**config.mk**
```make
export PLATFORM = sky130hd
export DESIGN_NAME = seg_scan
export DESIGN_NICKNAME = d
export VERILOG_FILES = /design/src/rtl/seg_pkg.sv /design/src/rtl/bcd7seg.sv /design/src/rtl/seg_scan.sv
export SDC_FILE = /design/constraint.sdc
export NUM_CORES = 1
export LEC_CHECK = 0
export CORE_MARGIN = 2
export CORE_UTILIZATION = 56
export CTS_BUF_LIST = sky130_fd_sc_hd__clkbuf_16
export CTS_CLUSTER_SIZE = 8
export DETAILED_ROUTE_END_ITERATION = 10
export GPL_ROUTABILITY_DRIVEN = 0
export PLACE_DENSITY_LB_ADDON = 0.05
export SKIP_CTS_REPAIR_TIMING = 1
export SYNTH_ARGS = -nofsm -noshare
export SYNTH_HDL_FRONTEND = slang
export SYNTH_SLANG_ARGS = --single-unit
```
**constraint.sdc**
```tcl
create_clock -name fs -period 3.85 [get_ports fs]
set_input_delay 0.77 -clock fs [delete_from_list [all_inputs] [get_ports fs]]
set_output_delay 0.77 -clock fs [all_outputs]
set_load 0.1 [all_outputs]
```
**src/rtl/seg_pkg.sv**
```systemverilog
// seg_pkg: shared 7-segment glyph type, digit count and patterns ({g,f,e,d,c,b,a}, 1 = lit)
package seg_pkg;
  typedef logic [6:0] seg_t;
  localparam int NDIG = 6;
  localparam seg_t SEG_0 = 7'h3F;
  localparam seg_t SEG_1 = 7'h06;
  localparam seg_t SEG_2 = 7'h5B;
  localparam seg_t SEG_3 = 7'h4F;
  localparam seg_t SEG_4 = 7'h66;
  localparam seg_t SEG_5 = 7'h6D;
  localparam seg_t SEG_6 = 7'h7D;
  localparam seg_t SEG_7 = 7'h07;
  localparam seg_t SEG_8 = 7'h7F;
  localparam seg_t SEG_9 = 7'h6F;
  localparam seg_t SEG_DASH = 7'h40;
  localparam seg_t SEG_OFF = 7'h00;
endpackage

```
**src/rtl/bcd7seg.sv**
```systemverilog
// bcd7seg: combinational BCD to 7-segment glyph decode; codes above 9 show a dash
module bcd7seg
  import seg_pkg::*;
(
  input  logic [3:0] bcd,
  output seg_t       seg
);
  // decimal digits map to their glyphs, invalid BCD falls through to the dash
  always_comb
    case (bcd)
      4'd0: seg = SEG_0;
      4'd1: seg = SEG_1;
      4'd2: seg = SEG_2;
      4'd3: seg = SEG_3;
      4'd4: seg = SEG_4;
      4'd5: seg = SEG_5;
      4'd6: seg = SEG_6;
      4'd7: seg = SEG_7;
      4'd8: seg = SEG_8;
      4'd9: seg = SEG_9;
      default: seg = SEG_DASH;
    endcase
endmodule

```
**src/rtl/seg_scan.sv**
```systemverilog
// seg_scan: 6-digit multiplexed 7-segment scanner with per-frame snapshot, slot blanking and lamp test; define SEG_SCAN_BLINK_EN for digit blinking
module seg_scan
  import seg_pkg::*;
#(
  parameter int DIV = 4,
  parameter int BLANK = 1,
  parameter int SEG_ACT_LOW = 0
) (
  input  logic       fs,
  input  logic       rst_n,
  input  logic [3:0] a,
  input  logic [3:0] b,
  input  logic [3:0] c,
  input  logic [3:0] d,
  input  logic [3:0] e,
  input  logic [3:0] f,
  input  logic [1:0] mk,
  input  logic [5:0] blink_mask,
  output logic [6:0] seg,
  output logic       dp,
  output logic [5:0] sel
);
  localparam logic [7:0] PMAX = 8'(DIV - 1);
  localparam logic [7:0] PBLK = 8'(BLANK);
  localparam logic POL = SEG_ACT_LOW != 0;
  logic [7:0] pcnt;
  logic [2:0] idx;
  logic [4*NDIG-1:0] snap;
  logic [1:0] mk_l;
  logic slot_end, frame_end, lit, lamp, dark, dp_n;
  logic [3:0] digit;
  logic [5:0] sel_n;
  seg_t glyph, seg_n;
  assign slot_end = pcnt == PMAX;
  assign frame_end = slot_end && idx == 3'(NDIG - 1);
  assign lit = pcnt >= PBLK;
  assign lamp = mk_l == 2'b11;
  assign digit = snap[{idx, 2'b00} +: 4];
  bcd7seg u_dec (
    .bcd(digit),
    .seg(glyph)
  );
  // scan position plus the latches that only move on slot or frame boundaries
  always_ff @(posedge fs or negedge rst_n)
    if (!rst_n) begin
      pcnt <= '0;
      idx <= '0;
      snap <= '0;
      mk_l <= '0;
    end else begin
      pcnt <= slot_end ? '0 : pcnt + 8'd1;
      if (slot_end) begin
        idx <= frame_end ? '0 : idx + 3'd1;
        mk_l <= mk;
      end
      if (frame_end) snap <= {f, e, d, c, b, a};
    end
`ifdef SEG_SCAN_BLINK_EN
  logic [5:0] bcnt, bmask;
  // frame counter and blink mask advance together with the snapshot
  always_ff @(posedge fs or negedge rst_n)
    if (!rst_n) begin
      bcnt <= '0;
      bmask <= '0;
    end else if (frame_end) begin
      bcnt <= bcnt + 6'd1;
      bmask <= blink_mask;
    end
  assign dark = bcnt[5] & bmask[idx];
`else
  logic unused_blink;
  assign unused_blink = ^blink_mask;
  assign dark = 1'b0;
`endif
  // next pin values from the current scan position; blanking overrides lamp test and blink
  always_comb begin
    sel_n = lit ? 6'(1) << idx : '0;
    seg_n = !lit ? SEG_OFF : lamp ? SEG_8 : dark ? SEG_OFF : glyph;
    dp_n = lit && (lamp || (!dark && (idx == 3'd2 || idx == 3'd4)));
  end
  // pins are registered with polarity applied, so reset lands directly on "off"
  always_ff @(posedge fs or negedge rst_n)
    if (!rst_n) begin
      seg <= {7{POL}};
      dp <= POL;
      sel <= {6{POL}};
    end else begin
      seg <= seg_n ^ {7{POL}};
      dp <= dp_n ^ POL;
      sel <= sel_n ^ {6{POL}};
    end
endmodule
```
==> results by group, run 1 <==
Outcome
  – Outcome: completed

CTS
  – Clock root buffer: clkbuf_16
  – CTS tree: done
  – CTS buffer count: 5
  – Clk_lat worst skew: between 200 and 300 ps
  – Clock transition at the registers of the reported paths: roughly 70 ps
  – Clk sinks: a little over 50
  – CTS H-Tree Depth: 2
  – Clock Tree Buf Depth: 2

Critical path
  – Arr. time, crit path: ~2800 ps
  – CP Capture Type: register
  – Crit path max-delay cell type: dfrtp_1
  – CP required: approximately 4100 ps
  – Startpoint type of the worst setup path: register
  – Reg2reg end: seg[6]$_DFF_PN0_
  – Top cell by count, worst path: nor2_1
  – CP Cell Sequence: mux2i_1, nor2_1, nor2_1, inv_1, ha_1, mux2_2, a31oi_1
  – Crit Path Category: register to register
  – Worst Path Max Fanout: 17
  – Critical R2R Launch: idx[0]$_DFFE_PN0N_
  – Reg2reg setup slack: between 1000 and 1500 ps
  – R2R cell count: 7
  – Critical Path Max Stage Delay: roughly 870 ps

Die
  – Num ports: between 40 and 50
  – Die area: slightly above 5000 sq um
  – Core area: roughly 4400 sq um
  – # rows: 24
  – Die Y-Extent: approximately 71 um
  – Die Width: approximately 71 um
  – Initial core utilization: a little under 60%

Global routing
  – Global route overflow: 0
  – GRT Util Overall: between 10% and 20%
  – Pin count of the biggest net entering global routing: between 50 and 60
  – Via count of the first global-routing pass: between 1500 and 2000
  – First-pass GRT wire length: 7.66 mm
  – Initial antenna violation count: 0

Synth
  – Syn. warnings: 0
  – Post-synth ARST share: 100%
  – Number of flops mapped to enable cells by yosys: 0
  – Synth area leader: dfrtp_1
  – Sequential share of the synthesized area: approximately half
  – Top_reg_cell synth: dfrtp_1
  – Area fraction of the dominant cell type after synthesis: between 50% and 60%
  – Most common cell in the netlist: dfrtp_1
  – Area contributors post-synth: dfrtp_1 51%, mux2_4 12%, ha_1 7.0%, mux2i_1 6.0%, mux2_2 3.1%
  – Cell Area, Synth: 2520 sq um
  – #FFs+latches synth: 51
  – Syn Area/Cell: around 13 sq um
  – Cell count after synthesis: between 150 and 200
  – Syn Nets: ~240
  – Most frequent cells after synthesis: 51 x dfrtp_1, 20 x mux2_4, 15 x mux2i_1
  – Netlist cell types: 35

Route
  – WL/cell: roughly 15 um
  – # DRC: 0
  – Vias: roughly 1600
  – Detail-routed via count per cell: approximately 5.5
  – Final ANT Viol Nets: 0
  – Routed WL: 4.34 mm
  – Drt first pass iters: 4
  – DRT iter0 DRCs: approximately 120

STA
  – Fin crit share: around 67%
  – Final Setup Violations: 0
  – Hold Vio Cnt, Final: 0
  – Worst-Margin Slew: between 1000 and 1500 ps
  – Post-route minimum period: 2560 ps
  – Slew headroom: 25.3%
  – Layout Skew: between 6 and 7 ps
  – Unrepaired setup endpoints after global routing: false
  – WHS: a little over 500 ps
  – Sum Neg Setup Slack: 0 ps
  – Max Slew Vio Count: 0
  – F_max: between 0.3 and 0.4 GHz

Hold path
  – Hold endpoint: snap[7]$_DFFE_PN0P_
  – Min-delay worst type: register to register
  – Hold depth: 1
  – Hold path start: snap[7]$_DFFE_PN0P_

Place
  – DPL Wire Length: between 3 and 4 mm
  – Placed instance count: 281
  – IO buf count: 41

Pwr
  – IR drop worst, VDD: approximately 0.33 mV
  – Pwr dens: about 350 nW/um^2
  – Leakage: roughly 1.5 nW

Finish
  – Ratio of cells with drive above 1 in the final layout: 16.9%
  – N_diodes: 0
  – Final Util: a little over two thirds
  – Area Growth Syn to Fin: 22.3%
  – Layout Cells excl Fill: roughly 290
  – Layout Nets: about 280

Flow run
  – Max-Cap Viols: 0
kinds of logic (layout without fill, tap and decap cells):
kind of cell	count (synthesis)	in the layout	share of synthesized area [%]
DFF	51	51	50.7
and+or+nand+nor	47	47	10.9
muxes	42	42	21.0
AOI/OAI and AO/OA	20	20	5.27
buffers and inverters	17	58	3.38
adders and majority gates	14	14	6.96
xor gates and xnor gates	5	5	1.74
report_power, final:
group / switching (W) / leakage [nW] / internal, W / total (W)
logic: 0.0000354 / 0.741 / 0.0000527 / 0.0000881
registers: 0.00000834 / 0.652 / 0.000551 / 0.000559
clock network: 0.000190 / 0.0726 / 0.000237 / 0.000427
total: 0.000234 / 1.47 / 0.000841 / 0.00107
cells in the final DEF (no fill, tap or decap), types with 3 or more instances in the layout:
| cell type | instances |
|---|---|
| clkdlybuf4s50_1 | 40 |
| clkbuf_16 | 5 |
| inv_1 | 10 |
| o22ai_1 | 8 |
| mux2_2 | 7 |
| ha_1 | 14 |
| nand2_1 | 8 |
| dfrtp_1 | 51 |
| a31oi_1 | 3 |
| xnor2_1 | 4 |
| mux2_4 | 20 |
| nor3b_1 | 4 |
| or2_2 | 3 |
| nand2b_1 | 4 |
| nand3_1 | 3 |
| nor2_1 | 13 |
| mux2i_1 | 15 |
worst max-delay path by stage:
stage,slack (ps),cells past startpoint,endpoint,start
finish,1290,7,seg[6]$_DFF_PN0_,idx[0]$_DFFE_PN0N_
global route,1040,7,seg[6]$_DFF_PN0_,idx[0]$_DFFE_PN0N_
floorplan,1680,9,seg[6]$_DFF_PN0_,idx[0]$_DFFE_PN0N_
detailed placement,1300,7,seg[6]$_DFF_PN0_,idx[0]$_DFFE_PN0N_
global placement,1380,7,seg[1]$_DFF_PN0_,idx[0]$_DFFE_PN0N_
CTS,1280,7,seg[6]$_DFF_PN0_,idx[0]$_DFFE_PN0N_
worst max-delay path: cells and delay by family, from the launching register on:
family / cells / cell delay [ps]
compound gates: 1 / 160
fa+ha+maj: 1 / 230
buf+inv: 1 / 160
flops: 1 / 870
mux: 2 / 590
simple gates: 2 / 470
per-stage QoR:
| stage | cell area, sq um | total power [W] | worst slack [ps] |
|---|---|---|---|
| floorplan | 2520 | 0.000609 | 1680 |
| global placement | 2940 | 0.000652 | 1380 |
| detailed placement | 2940 | 0.000658 | 1300 |
| CTS | 3080 | 0.00109 | 1280 |
| global route | 3080 | 0.00112 | 1040 |
| finish | 3080 | 0.00107 | 1290 |
registers in the layout, summed over array words and instances, names as in the netlist:
| name | flops |
|---|---|
| snap | 24 |
| dp | 1 |
| pcnt | 8 |
| sel | 6 |
| idx | 3 |
| mk_l | 2 |
| seg | 7 |
cell type report:
class,instances,area [sq um]
flip-flops and latches,51,1280
fillers,298,1280
multi-input cells,128,1160
repair buffers,41,405
clock buffers,5,125
well taps,52,65.1
inverters,9,33.8
clock inverters,3,16.3
routing by layer:
metal	GRT usage [%]	wire length [um]	vias up
met1	26.9	1980	779
met5	0	0	-
li1	-	-	758
met2	30.3	2070	46
met3	6.27	203	9
met4	7.55	95	0
Power figures use the tool's default switching activity.
==> inputs of run 2 (changes only) <==
- CORE_UTILIZATION: 56 -> 47
- clock period: 3.85 -> 2.35 ns (I/O delays scaled with it)
==> run 2 against run 1 <==
  * Largest power group unchanged
  * Global-route usage fell by 3.5 points
  * First-iteration DRC count decreased by 40%
  * Sequential power is 64% higher
  * Via count fell by 1.6%
  * Combinational power grew 70%
==> results by group, run 2 (synthesis gave the netlist of run 1 again) <==
Outcome
  – Outcome: completed

Route
  – WL/cell: roughly 14 um
  – Vias: ~1600
  – DRT iter0 DRCs: between 70 and 80
  – Detail-routed via count per cell: 4.99
  – Final ANT Viol Nets: 0
  – Routed WL: about 4.4 mm
  – Drt first pass iters: 4
  – # DRC: 0

CTS
  – Clock root buffer: clkbuf_16
  – Clk sinks: 51
  – CTS buffer count: 5
  – Clock Tree Buf Depth: 2
  – Clock transition at the registers of the reported paths: 70 ps
  – Clk_lat worst skew: around 280 ps
  – CTS H-Tree Depth: 2
  – CTS tree: done

Global routing
  – Initial antenna violation count: 0
  – Gr busiest metal: met2
  – Met3 usage: 3.18%
  – Via count of the first global-routing pass: around 1700
  – GRT Util Overall: 16.4%
  – First-pass GRT wire length: 7.90 mm
  – GR Util met1: 22.1%
  – Pin count of the biggest net entering global routing: 29
  – Met2 Usage GRT: between 20% and 30%
  – Global route overflow: 0

Critical path
  – Arr. time, crit path: 2350 ps
  – CP Cell Sequence: mux2i_1, o22ai_1, nor2_1, inv_1, ha_1, mux2_2, a31oi_1
  – Worst Path Max Fanout: 10
  – Critical Path Max Stage Delay: around 540 ps
  – Crit Path Category: register to register
  – CP Capture Type: register
  – Crit path max-delay cell type: dfrtp_2
  – Startpoint type of the worst setup path: register
  – CP required: around 2600 ps

Pwr
  – Leakage: 1.53 nW
  – Pwr dens: 560 nW/um^2
  – IR drop worst, VDD: 0.336 mV

STA
  – Worst-Margin Slew: 543 ps
  – F_max: ~0.47 GHz
  – Sum Neg Setup Slack: 0 ps
  – Hold Vio Cnt, Final: 0
  – Layout Skew: a little under 6 ps
  – Final Setup Violations: 0
  – Unrepaired setup endpoints after global routing: false
  – Post-route minimum period: between 2000 and 2500 ps
  – Slew headroom: 63.8%
  – Max Slew Vio Count: 0
  – Fin crit share: 91.3%

Finish
  – Area Growth Syn to Fin: 24.4%
  – Biggest register: snap
  – Cell area after layout: about 3100 sq um
  – N_diodes: 0
  – Regs by FF count: snap: 24 flops, pcnt: 8 flops, seg: 7 flops
  – Max reg flops: 24
  – Most common cell after layout, fill and taps aside: dfrtp_1
  – Commonest cells after routing, fill and taps aside: 50 x dfrtp_1, 26 x clkdlybuf4s50_1, 20 x mux2_4, 20 x buf_4, 15 x mux2i_1
  – Ratio of cells with drive above 1 in the final layout: between 20% and 30%
  – Layout Nets: just under 300
  – Layout Cells excl Fill: approximately 310
  – Final Util: between 60% and 70%

Flow run
  – Max-Cap Viols: 0

Place
  – Post-DP Area: between 2000 and 3000 sq um
  – IO buf count: 41
  – DPL Wire Length: between 3 and 4 mm
  – Placed instance count: a little over 300

Die
  – # rows: 26
  – Core area: around 5100 sq um
  – Die Y-Extent: just under 80 um
  – Num ports: 48
  – Initial core utilization: 49.0%
  – Die Width: 77.2 um
  – Die area: 5960 sq um

Hold path
  – Min-delay worst type: input port to async pin
## run 2: changes by cell type in the layout (fill, tap and decap cells not counted), sizes merged
cell / delta
buf: +21
clkinvlp: +1
clkdlybuf4s50: -14
clkinv: -1
## run 2: layer usage
layer | share of wire [%] | vias up
met5 | 0 | -
met4 | 0.73 | 0
met3 | 3.7 | 4
met2 | 47 | 35
met1 | 48 | 756
li1 | - | 771
## run 2: path summary, 6_finish.rpt
path,start,end,slack [ps],cells after the start
setup / recovery,idx[0]$_DFFE_PN0N_,seg[6]$_DFF_PN0_,200,7
hold / removal,rst_n,sel[2]$_DFF_PN0_,160,1
setup reg to reg,idx[0]$_DFFE_PN0N_,seg[6]$_DFF_PN0_,200,7
hold reg to reg,snap[19]$_DFFE_PN0P_,snap[19]$_DFFE_PN0P_,510,1
max in group asynchronous,rst_n,idx[0]$_DFFE_PN0N_,1630,2
min in group fs,snap[19]$_DFFE_PN0P_,snap[19]$_DFFE_PN0P_,510,1
## run 2: cell type report
type                            instances  area [sq um]
Tap cell                               70          87.6
Inverter                                9          33.8
Timing Repair Buffer                   48           435
Multi-Input combinational cell        128          1160
Clock inverter                          3          16.3
Fill cell                             431          2010
Clock buffer                            5           125
Sequential cell                        51          1280
## run 2: critical path: cells and delay by family, from the launching register on
family | cells | cell delay, ps
AO/OA/AOI/OAI | 2 | 250
buffers and inverters | 1 | 150
adder cells (fa/ha/maj) | 1 | 240
flip-flops | 1 | 540
AND/OR/NAND/NOR | 1 | 340
multiplexers | 2 | 550
## run 2: report_power, final
part           switching [W]  leakage [nW]  total [W]  internal (W)
clock network       0.000297        0.0710   0.000686      0.000389
registers          0.0000143         0.650   0.000916      0.000902
logic              0.0000584         0.810   0.000150     0.0000916
## run 2: per-stage QoR
step | worst slack (ps) | hold WS (ps) | power (W)
2_1_floorplan | 184 | 174 | 0.000998
3_3_place_gp | 187 | 467 | 0.00108
3_5_place_dp | 108 | 493 | 0.00108
4_1_cts | 64.4 | 185 | 0.00178
5_1_grt | 47.6 | 215 | 0.00183
6_report | 203 | 165 | 0.00175
==> inputs of run 3 (changes only) <==
--- a/config.mk
+++ b/config.mk
@@ -8,3 +8,3 @@
 export CORE_MARGIN = 2
-export CORE_UTILIZATION = 47
+export CORE_UTILIZATION = 56
 export CTS_BUF_LIST = sky130_fd_sc_hd__clkbuf_16
@@ -12,2 +12,3 @@
 export DETAILED_ROUTE_END_ITERATION = 10
+export DONT_BUFFER_PORTS = 1
 export GPL_ROUTABILITY_DRIVEN = 0
--- a/constraint.sdc
+++ b/constraint.sdc
@@ -3,2 +3,2 @@
 set_output_delay 0.47 -clock fs [all_outputs]
-set_load 0.1 [all_outputs]
+set_load 0.005 [all_outputs]
==> run 3 against run 2 <==
  * Register-to-register slack gained 60 ps
  * Sequential share of layout area grew 5.4 points
  * Sequential power is essentially flat
  * First-iteration DRC count shrank 48%
  * Critical endpoint is now snap[22]$_DFFE_PN0P_
  * Design area shrank 12%
  * Non-clock buffer count shrank 41
==> results by group, run 3 (synthesis gave the netlist of run 1 again) <==
Global routing
  – Global route overflow: 0
  – Initial antenna violation count: 0
  – First-pass GRT wire length: 7.38 mm
  – Via count of the first global-routing pass: around 1500
  – GRT Util Overall: 19.2%
  – Pin count of the biggest net entering global routing: 52

STA
  – Final Setup Violations: 0
  – Post-route minimum period: ~2100 ps
  – Layout Skew: between 3 and 4 ps
  – F_max: 0.478 GHz
  – Fin crit share: between 80 and 90%
  – Slew headroom: approximately 72%
  – Worst-Margin Slew: 416 ps
  – Sum Neg Setup Slack: 0 ps
  – Hold Vio Cnt, Final: 0
  – Unrepaired setup endpoints after global routing: false
  – Max Slew Vio Count: 0

Finish
  – Commonest cells after routing, fill and taps aside: 51 x dfrtp_1, 20 x mux2_4, 15 x mux2i_1
  – Fill cells: ~340
  – Ratio of cells with drive above 1 in the final layout: between 20% and 30%
  – Area Growth Syn to Fin: 9.69%
  – Cell area after layout: ~2800 sq um
  – Layout Cells excl Fill: approximately 260
  – Biggest register: snap
  – Max reg flops: 24
  – N_diodes: 0
  – Most common cell after layout, fill and taps aside: dfrtp_1
  – Regs by FF count: snap: 24 flops, pcnt: 8 flops, seg: 7 flops
  – Layout Nets: between 200 and 300

Pwr
  – Sw power: between 0.0003 and 0.0004 W
  – Switching Fraction: a little over a fifth
  – Internal power: approximately 0.0014 W
  – Pwr dens: between 600 and 700 nW/um^2
  – IR drop worst, VDD: 0.461 mV
  – Total power: around 0.0017 W
  – Leakage: 1.35 nW
  – Comb power frac: 6.3%
  – Clock power share: 40.7%
  – Part of the power in registers: 53.0%

Route
  – WL/cell: between 15 and 20 um
  – Drt first pass iters: 5
  – Vias: around 1500
  – # DRC: 0
  – Detail-routed via count per cell: around 5.8
  – DRT iter0 DRCs: 39
  – Routed WL: about 4.2 mm
  – Final ANT Viol Nets: 0

Critical path
  – Worst Path Max Fanout: 24
  – CP required: approximately 2500 ps
  – CP Capture Type: register
  – Reg2reg setup slack: 260 ps
  – Reg2reg end: snap[22]$_DFFE_PN0P_
  – Startpoint type of the worst setup path: register
  – Arr. time, crit path: 2260 ps
  – Crit Path Category: register to register
  – R2R cell count: 5
  – Critical R2R Launch: pcnt[4]$_DFF_PN0_

Die
  – Die area: approximately 5000 sq um
  – Num ports: 48
  – Core area: roughly 4400 sq um
  – # rows: 24
  – Initial core utilization: between 50 and 60%
  – Die Y-Extent: around 71 um
  – Die Width: 71.0 um

Place
  – Placed instance count: about 250
  – IO buf count: 0
  – Post-DP Area: around 2600 sq um
  – DPL Wire Length: a little over 3 mm

CTS
  – CTS tree: done
  – CTS buffer count: 5
  – Clock root buffer: clkbuf_16
  – Clock Tree Buf Depth: 2
  – CTS H-Tree Depth: 2
  – Clock transition at the registers of the reported paths: around 70 ps
  – Clk sinks: 51
  – Clk_lat worst skew: ~290 ps

Outcome
  – Outcome: completed

Hold path
  – Min-delay worst type: input port to async pin

Flow run
  – Max-Cap Viols: 0
==> run 3: critical path, stage by stage (launching register included) <==
cell     delay, ps
dfrtp_1        410
or4_4          560
nor3_4         240
nand4_4        120
buf_4          280
mux2_4         350
==> run 3: how the worst max path moves through the flow <==
stage          slack, ps  cells after the start              endpoint               start
2_1_floorplan        180                      9      seg[6]$_DFF_PN0_  idx[0]$_DFFE_PN0N_
3_3_place_gp         300                      5  snap[14]$_DFFE_PN0P_   pcnt[4]$_DFF_PN0_
3_5_place_dp         280                      5  snap[19]$_DFFE_PN0P_   pcnt[4]$_DFF_PN0_
4_1_cts              260                      8      seg[1]$_DFF_PN0_  idx[0]$_DFFE_PN0N_
5_1_grt               40                      8      seg[1]$_DFF_PN0_  idx[0]$_DFFE_PN0N_
6_report             260                      5  snap[22]$_DFFE_PN0P_   pcnt[4]$_DFF_PN0_
==> run 3: metrics by stage <==
step | setup slack, ps | hold WS [ps] | utilization, %
after floorplan | 184 | 174 | -
final | 259 | 22.3 | 63.4
after detailed placement | 276 | 175 | 59.5
after global placement | 302 | 175 | 59.5
after global routing | 41.0 | 33.7 | 63.4
after CTS | 259 | -134 | 62.8
==> run 3: area by class of cell <==
class                   instances  area (sq um)  area share (%)
repair buffers                  7          85.1            3.08
well taps                      52          65.1            2.36
flip-flops and latches         51          1280            46.2
inverters                       9          33.8            1.22
multi-input cells             128          1160            41.9
clock inverters                 3          20.0           0.725
clock buffers                   5           125            4.53
==> run 3: per-layer routing <==
metal  vias to the layer above  routed length, um  GRT usage [%]
li1                        702                  -              -
met4                         0                 26           6.29
met5                         -                  0              0
met2                        44               2070           32.0
met1                       730               1860           23.4
met3                         2                219           6.55
==> run 3: power groups by stage <==
stage	logic, W	clock network (W)	registers (W)
after CTS	0.0000882	0.000714	0.000916
final	0.000108	0.000703	0.000915
after floorplan	0.0000708	0	0.000927
after global routing	0.000122	0.000769	0.000918
after global placement	0.0000843	0	0.000930
after detailed placement	0.0000873	0	0.000932
